`config.mk`:
```
export PLATFORM = sky130hd
export DESIGN_NAME = spi_slave_if
export DESIGN_NICKNAME = d
export VERILOG_FILES = /design/src/rtl/spi_slave_if.sv
export SDC_FILE = /design/constraint.sdc
export NUM_CORES = 1
export LEC_CHECK = 0
export BUFFER_PORTS_ARGS = -buffer_cell sky130_fd_sc_hd__buf_2
export CORE_MARGIN = 10
export CORE_UTILIZATION = 51
export DETAILED_ROUTE_END_ITERATION = 7
export PLACE_DENSITY = 0.84
export SYNTH_ARGS = -nofsm -noshare
export SYNTH_HDL_FRONTEND = slang
export SYNTH_SLANG_ARGS = --single-unit
```
`constraint.sdc`:
```
create_clock -name clk_i -period 2.9 [get_ports clk_i]
set_clock_uncertainty 0.05 [all_clocks]
set_input_delay 0 -clock clk_i [delete_from_list [all_inputs] [get_ports clk_i]]
set_output_delay 0 -clock clk_i [all_outputs]
set_load 0.005 [all_outputs]
```
`src/rtl/spi_slave_if.sv`:
```
// SPI target endpoint: oversampled SCK/NSS/MOSI, rx deserializer with valid pulse, one-entry tx holding register.
// Optional build macro SPI_SLAVE_LSB_FIRST_EN selects LSB-first shifting (default MSB-first).
module spi_slave_if #(
  parameter int DATA_WIDTH  = 8,
  parameter int SYNC_STAGES = 2
) (
  input  logic                  clk_i,
  input  logic                  rst_i,
  input  logic                  cpol_i,
  input  logic                  cpha_i,
  input  logic                  spi_sck_i,
  input  logic                  spi_nss_i,
  input  logic                  spi_mosi_i,
  output logic                  spi_miso_o,
  output logic                  spi_miso_en_o,
  input  logic [DATA_WIDTH-1:0] tx_data_i,
  input  logic                  tx_valid_i,
  output logic                  tx_ready_o,
  output logic [DATA_WIDTH-1:0] rx_data_o,
  output logic                  rx_valid_o,
  output logic                  busy_o,
  output logic                  udr_o,
  output logic                  abort_o,
  input  logic                  flag_clr_i
);

  localparam int CW = $clog2(DATA_WIDTH + 1);

  typedef enum logic {IDLE, ACTIVE} state_t;
  state_t state, state_next;

  logic [SYNC_STAGES-1:0] sck_sync, nss_sync, mosi_sync;
  logic                   sck_d, nss_d;
  logic                   sck_s, nss_s, mosi_s;
  logic                   sck_rise, sck_fall, nss_rise, nss_fall;
  logic                   lead_edge, trail_edge, sample_edge, shift_edge;

  logic [DATA_WIDTH-1:0]  shift_tx, shift_rx, hold_data;
  logic [DATA_WIDTH-1:0]  rx_next, tx_shifted;
  logic                   tx_bit, hold_full, load_pending;
  logic [CW-1:0]          bit_cnt;
  logic                   last_bit;

  logic enter, do_load, do_shift, do_sample, do_abort, capture;

  always_ff @(posedge clk_i or posedge rst_i) begin
    if (rst_i) begin
      sck_sync  <= '0;
      nss_sync  <= '1;
      mosi_sync <= '0;
      sck_d     <= 1'b0;
      nss_d     <= 1'b1;
    end else begin
      sck_sync  <= {sck_sync[SYNC_STAGES-2:0], spi_sck_i};
      nss_sync  <= {nss_sync[SYNC_STAGES-2:0], spi_nss_i};
      mosi_sync <= {mosi_sync[SYNC_STAGES-2:0], spi_mosi_i};
      sck_d     <= sck_sync[SYNC_STAGES-1];
      nss_d     <= nss_sync[SYNC_STAGES-1];
    end
  end

  assign sck_s    = sck_sync[SYNC_STAGES-1];
  assign nss_s    = nss_sync[SYNC_STAGES-1];
  assign mosi_s   = mosi_sync[SYNC_STAGES-1];
  assign sck_rise = sck_s & ~sck_d;
  assign sck_fall = ~sck_s & sck_d;
  assign nss_rise = nss_s & ~nss_d;
  assign nss_fall = ~nss_s & nss_d;

  assign lead_edge   = cpol_i ? sck_fall : sck_rise;
  assign trail_edge  = cpol_i ? sck_rise : sck_fall;
  assign sample_edge = cpha_i ? trail_edge : lead_edge;
  assign shift_edge  = cpha_i ? lead_edge : trail_edge;

`ifdef SPI_SLAVE_LSB_FIRST_EN
  assign rx_next    = {mosi_s, shift_rx[DATA_WIDTH-1:1]};
  assign tx_shifted = {1'b0, shift_tx[DATA_WIDTH-1:1]};
  assign tx_bit     = shift_tx[0];
`else
  assign rx_next    = {shift_rx[DATA_WIDTH-2:0], mosi_s};
  assign tx_shifted = {shift_tx[DATA_WIDTH-2:0], 1'b0};
  assign tx_bit     = shift_tx[DATA_WIDTH-1];
`endif

  assign last_bit = (bit_cnt == CW'(DATA_WIDTH - 1));

  // State register
  always_ff @(posedge clk_i or posedge rst_i) begin
    if (rst_i) state <= IDLE;
    else       state <= state_next;
  end

  // Next-state logic
  always_comb begin
    state_next = state;
    case (state)
      IDLE:    if (nss_fall) state_next = ACTIVE;
      ACTIVE:  if (nss_rise) state_next = IDLE;
      default: state_next = IDLE;
    endcase
  end

  // Output / strobe decode
  always_comb begin
    busy_o    = 1'b0;
    enter     = 1'b0;
    do_load   = 1'b0;
    do_shift  = 1'b0;
    do_sample = 1'b0;
    do_abort  = 1'b0;
    case (state)
      IDLE: begin
        enter   = nss_fall;
        do_load = nss_fall & ~cpha_i;
      end
      ACTIVE: begin
        busy_o    = 1'b1;
        do_load   = shift_edge & load_pending;
        do_shift  = shift_edge & ~load_pending;
        do_sample = sample_edge;
        do_abort  = nss_rise & (bit_cnt != '0);
      end
      default: ;
    endcase
  end

  assign spi_miso_en_o = busy_o;
  assign tx_ready_o    = ~hold_full;
  assign capture       = tx_valid_i & ~hold_full;

  always_ff @(posedge clk_i or posedge rst_i) begin
    if (rst_i) begin
      hold_data <= '0;
      hold_full <= 1'b0;
    end else begin
      if (capture) hold_data <= tx_data_i;
      hold_full <= capture | (hold_full & ~do_load);
    end
  end

  // A load replaces the shift on that edge; pending is re-armed at each word boundary.
  always_ff @(posedge clk_i or posedge rst_i) begin
    if (rst_i) begin
      shift_tx     <= '0;
      shift_rx     <= '0;
      bit_cnt      <= '0;
      load_pending <= 1'b0;
      rx_data_o    <= '0;
      rx_valid_o   <= 1'b0;
      spi_miso_o   <= 1'b0;
    end else begin
      rx_valid_o <= 1'b0;
      spi_miso_o <= busy_o & tx_bit;

      if (do_load)       shift_tx <= hold_full ? hold_data : '0;
      else if (do_shift) shift_tx <= tx_shifted;

      if (enter) begin
        bit_cnt      <= '0;
        load_pending <= cpha_i;
      end else if (busy_o && nss_rise) begin
        bit_cnt <= '0;
      end else begin
        if (do_load) load_pending <= 1'b0;
        if (do_sample) begin
          shift_rx <= rx_next;
          if (last_bit) begin
            rx_data_o    <= rx_next;
            rx_valid_o   <= 1'b1;
            bit_cnt      <= '0;
            load_pending <= 1'b1;
          end else begin
            bit_cnt <= bit_cnt + CW'(1);
          end
        end
      end
    end
  end

  always_ff @(posedge clk_i or posedge rst_i) begin
    if (rst_i) begin
      udr_o   <= 1'b0;
      abort_o <= 1'b0;
    end else begin
      if (do_load && !hold_full) udr_o <= 1'b1;
      else if (flag_clr_i)       udr_o <= 1'b0;
      if (do_abort)              abort_o <= 1'b1;
      else if (flag_clr_i)       abort_o <= 1'b0;
    end
  end

endmodule

```
==> flow_summary.ini <==
[global_routing]
grtUsageTotal_pct = 11.86
overflow = 0
grt_util_met3_pct = 4.207
antenna_found_initial = 0
grt_pass1_wl_microns = 7169
grt_pass1_vias = 1495
grt-busiest-layer = met2
grt_max_degree = 51
grt_use_met1_pct = 15.04
grt_use_met2_pct = 18.05

[cells_and_area]
seq_area_sq_um = 1255
final_area_sq_um = 2577
multiInputGateArea_sq_um = 842.1
area_growth_pct = 18.87
drive_gt1_share_pct = 33.03
fin_util_pct = 63.52
n_antenna_cell = 0
num-fill-cells = 310
fin_nets = 236

[die]
coreArea_sq_um = 4058
fp.dieArea_sq_um = 7260
die_h_microns = 85.21
num_io_pins = 32
rows = 23
start_util_pct = 53.44
die_w_microns = 85.21

[cts]
cts_hold_buf = 13
cts_resized = 0
cts_tree = done
cts_setup_buffers = 0
clockBufferDepth = 2
cts_made_buffers = 5
insertion_delay_ps = 300
cts_root_buf = clkbuf_8
clkSlewWorstSetupHoldPaths_ps = 90
clock_sinks = 50
htree_num_levels = 2

[outcome]
outcome = finished clean

[setup_path]
reg2regPathDepth = 4
worstPathCellList = and3b_1 > o21bai_1 > or4_1 > mux2_4
timing.critical_path.from_type = flip-flop
crit_type = reg -> reg
critPathMaxFanout = 14
worstPathRequired_ps = 3040
crit_arrival_ps = 2460
end_kind = flip-flop
critPathMaxStageDelay_ps = 740
setup.worst_path.start = state
slowest_stage = or4_1
timing.rr.start = state

[synthesis]
synth.most_common_cell = dfrtp_1
synth_mux_area_share_pct = 18.70
synth-main-ff-cell = dfrtp_1
synth_edf_count = 0
synth_top_area_share_pct = 54.24
synth-xor-area-share_pct = 0.7501
synth_top_family_by_area = multiplexers
yosys-top-cells-count = dfrtp_1, nand2_1, mux2_2
syn_area_sq_um = 2168
synth_top_area_cell = dfrtp_1
synthAdderAreaFrac_pct = 1.154
synth_simple_gate_area_share_pct = 9.983
yosys_warnings = 0
synthTopCellsByArea = dfrtp_1, mux2_2, mux2_4
yosysUniqueCellTypes = 36
synth-compound-area-share_pct = 8.252
ys_ff_latch = 50
synth_cells = 170
ys_seq_area_share_pct = 57.88
synth-async-reset-ratio_pct = 100.0
synth_nets = 189
synth.avg_cell_area_sq_um = 12.75

[detailed_routing]
vias = 1421
routed_wl_microns = 4072
wire_per_inst_microns = 15.19
first_iter_violations = 99
ant_nets = 0
drtPass1Iterations = 4
via_per_inst = 5.302
route.detailed.drc = 0

[power]
p_leak_nw = 1.281
pwr_density_cell_nw_per_um2 = 690.3
peakVddDrop_v = 0.0005583

[min_path]
worstHoldStart = cpha_i
hold_path_class = in -> reg
hold_depth = 3

[sta]
final_max_slew_viol_count = 0
setup_viol = 0
rsz0062_at_grt = false
fin_crit_sh_pct = 79.94
tightest_slew_ps = 1002
fmax_mhz = 431.4
fin_setup_tns_ps = 0
slew_headroom_pct = 33.09
finalCriticalPeriod_ps = 2318
final_hold_viol_count = 0

[place]
port_buffers = 31
dp_hpwl_microns = 2873
gp_congestion = 0.8198
placed_cell_area_sq_um = 2364

[flow_run]
cap_violations = 0
-- critical path, delay by kind of cell (launching register included) --
family	cells	cell delay [ps]
simple gates	2	1000
flops	1	520
mux	1	410
compound gates	1	210
-- final timing paths --
check	end	slack [ps]
max	rx_data_o[0]	580
min	load_pending	20
max reg2reg	rx_data_o[0]	580
min reg2reg	mosi_sync[1]	300
max in group asynchronous	hold_data[5]	1750
min in group asynchronous	sck_sync[0]	430
-- power breakdown --
group | internal (mW) | total (mW) | switching (mW)
Clock | 0.171 | 0.394 | 0.223
Sequential | 0.878 | 1.00 | 0.123
Combinational | 0.218 | 0.384 | 0.166
-- flip-flops by register name (all words and copies together), names as in the netlist --
register,count
load_pending,1
bit_cnt,4
state,1
nss_d,1
udr_o,1
rx_valid_o,1
nss_sync,2
shift_rx,7
abort_o,1
shift_tx,8
sck_sync,2
spi_miso_o,1
rx_data_o,8
mosi_sync,2
hold_data,8
hold_full,1
sck_d,1
-- metrics by stage --
step	instances	worst slack (ps)	power, mW	hold slack, ps
after floorplan	170	981.2	1.272	-45.52
after global placement	247	677.7	1.364	55.92
after detailed placement	247	620.8	1.392	57.58
after CTS	268	603.9	1.794	12.65
after global routing	268	472.1	1.896	26.42
final	268	581.7	1.779	16.67
-- cells by family after synthesis --
logic type	after synthesis
multiplexers	34
flip-flops	50
XOR/XNOR	1
AND/OR/NAND/NOR	43
buffers and inverters	16
AO/OA/AOI/OAI	24
adder cells (fa/ha/maj)	2
-- cells in the final DEF, fill, tap and decap left out, types with 3 or more instances in the layout --
| master | n |
|---|---|
| dfrtp_1 | 47 |
| buf_2 | 31 |
| nand2_1 | 20 |
| mux2_2 | 17 |
| dlygate4sd3_1 | 13 |
| inv_1 | 10 |
| mux2i_1 | 8 |
| mux2_4 | 8 |
| a221o_1 | 7 |
| a21oi_1 | 5 |
| clkbuf_8 | 5 |
| nor2b_1 | 4 |
| o21ai_0 | 4 |
| nor2_1 | 4 |
| nand3_1 | 3 |
| dfstp_2 | 3 |
-- per-layer routing --
layer | wire length (microns) | vias up
li1 | - | 694
met1 | 1849 | 685
met2 | 1896 | 37
met3 | 263 | 5
met4 | 61 | 0
met5 | 0 | -
-- final cells by class --
type / count / area share (%)
flip-flops and latches: 50 / 48.69
multi-input cells: 104 / 32.67
repair buffers: 45 / 11.36
clock buffers: 7 / 2.961
well taps: 50 / 2.427
inverters: 11 / 1.602
clock inverters: 1 / 0.2913
(Power assumes the default switching activity.)
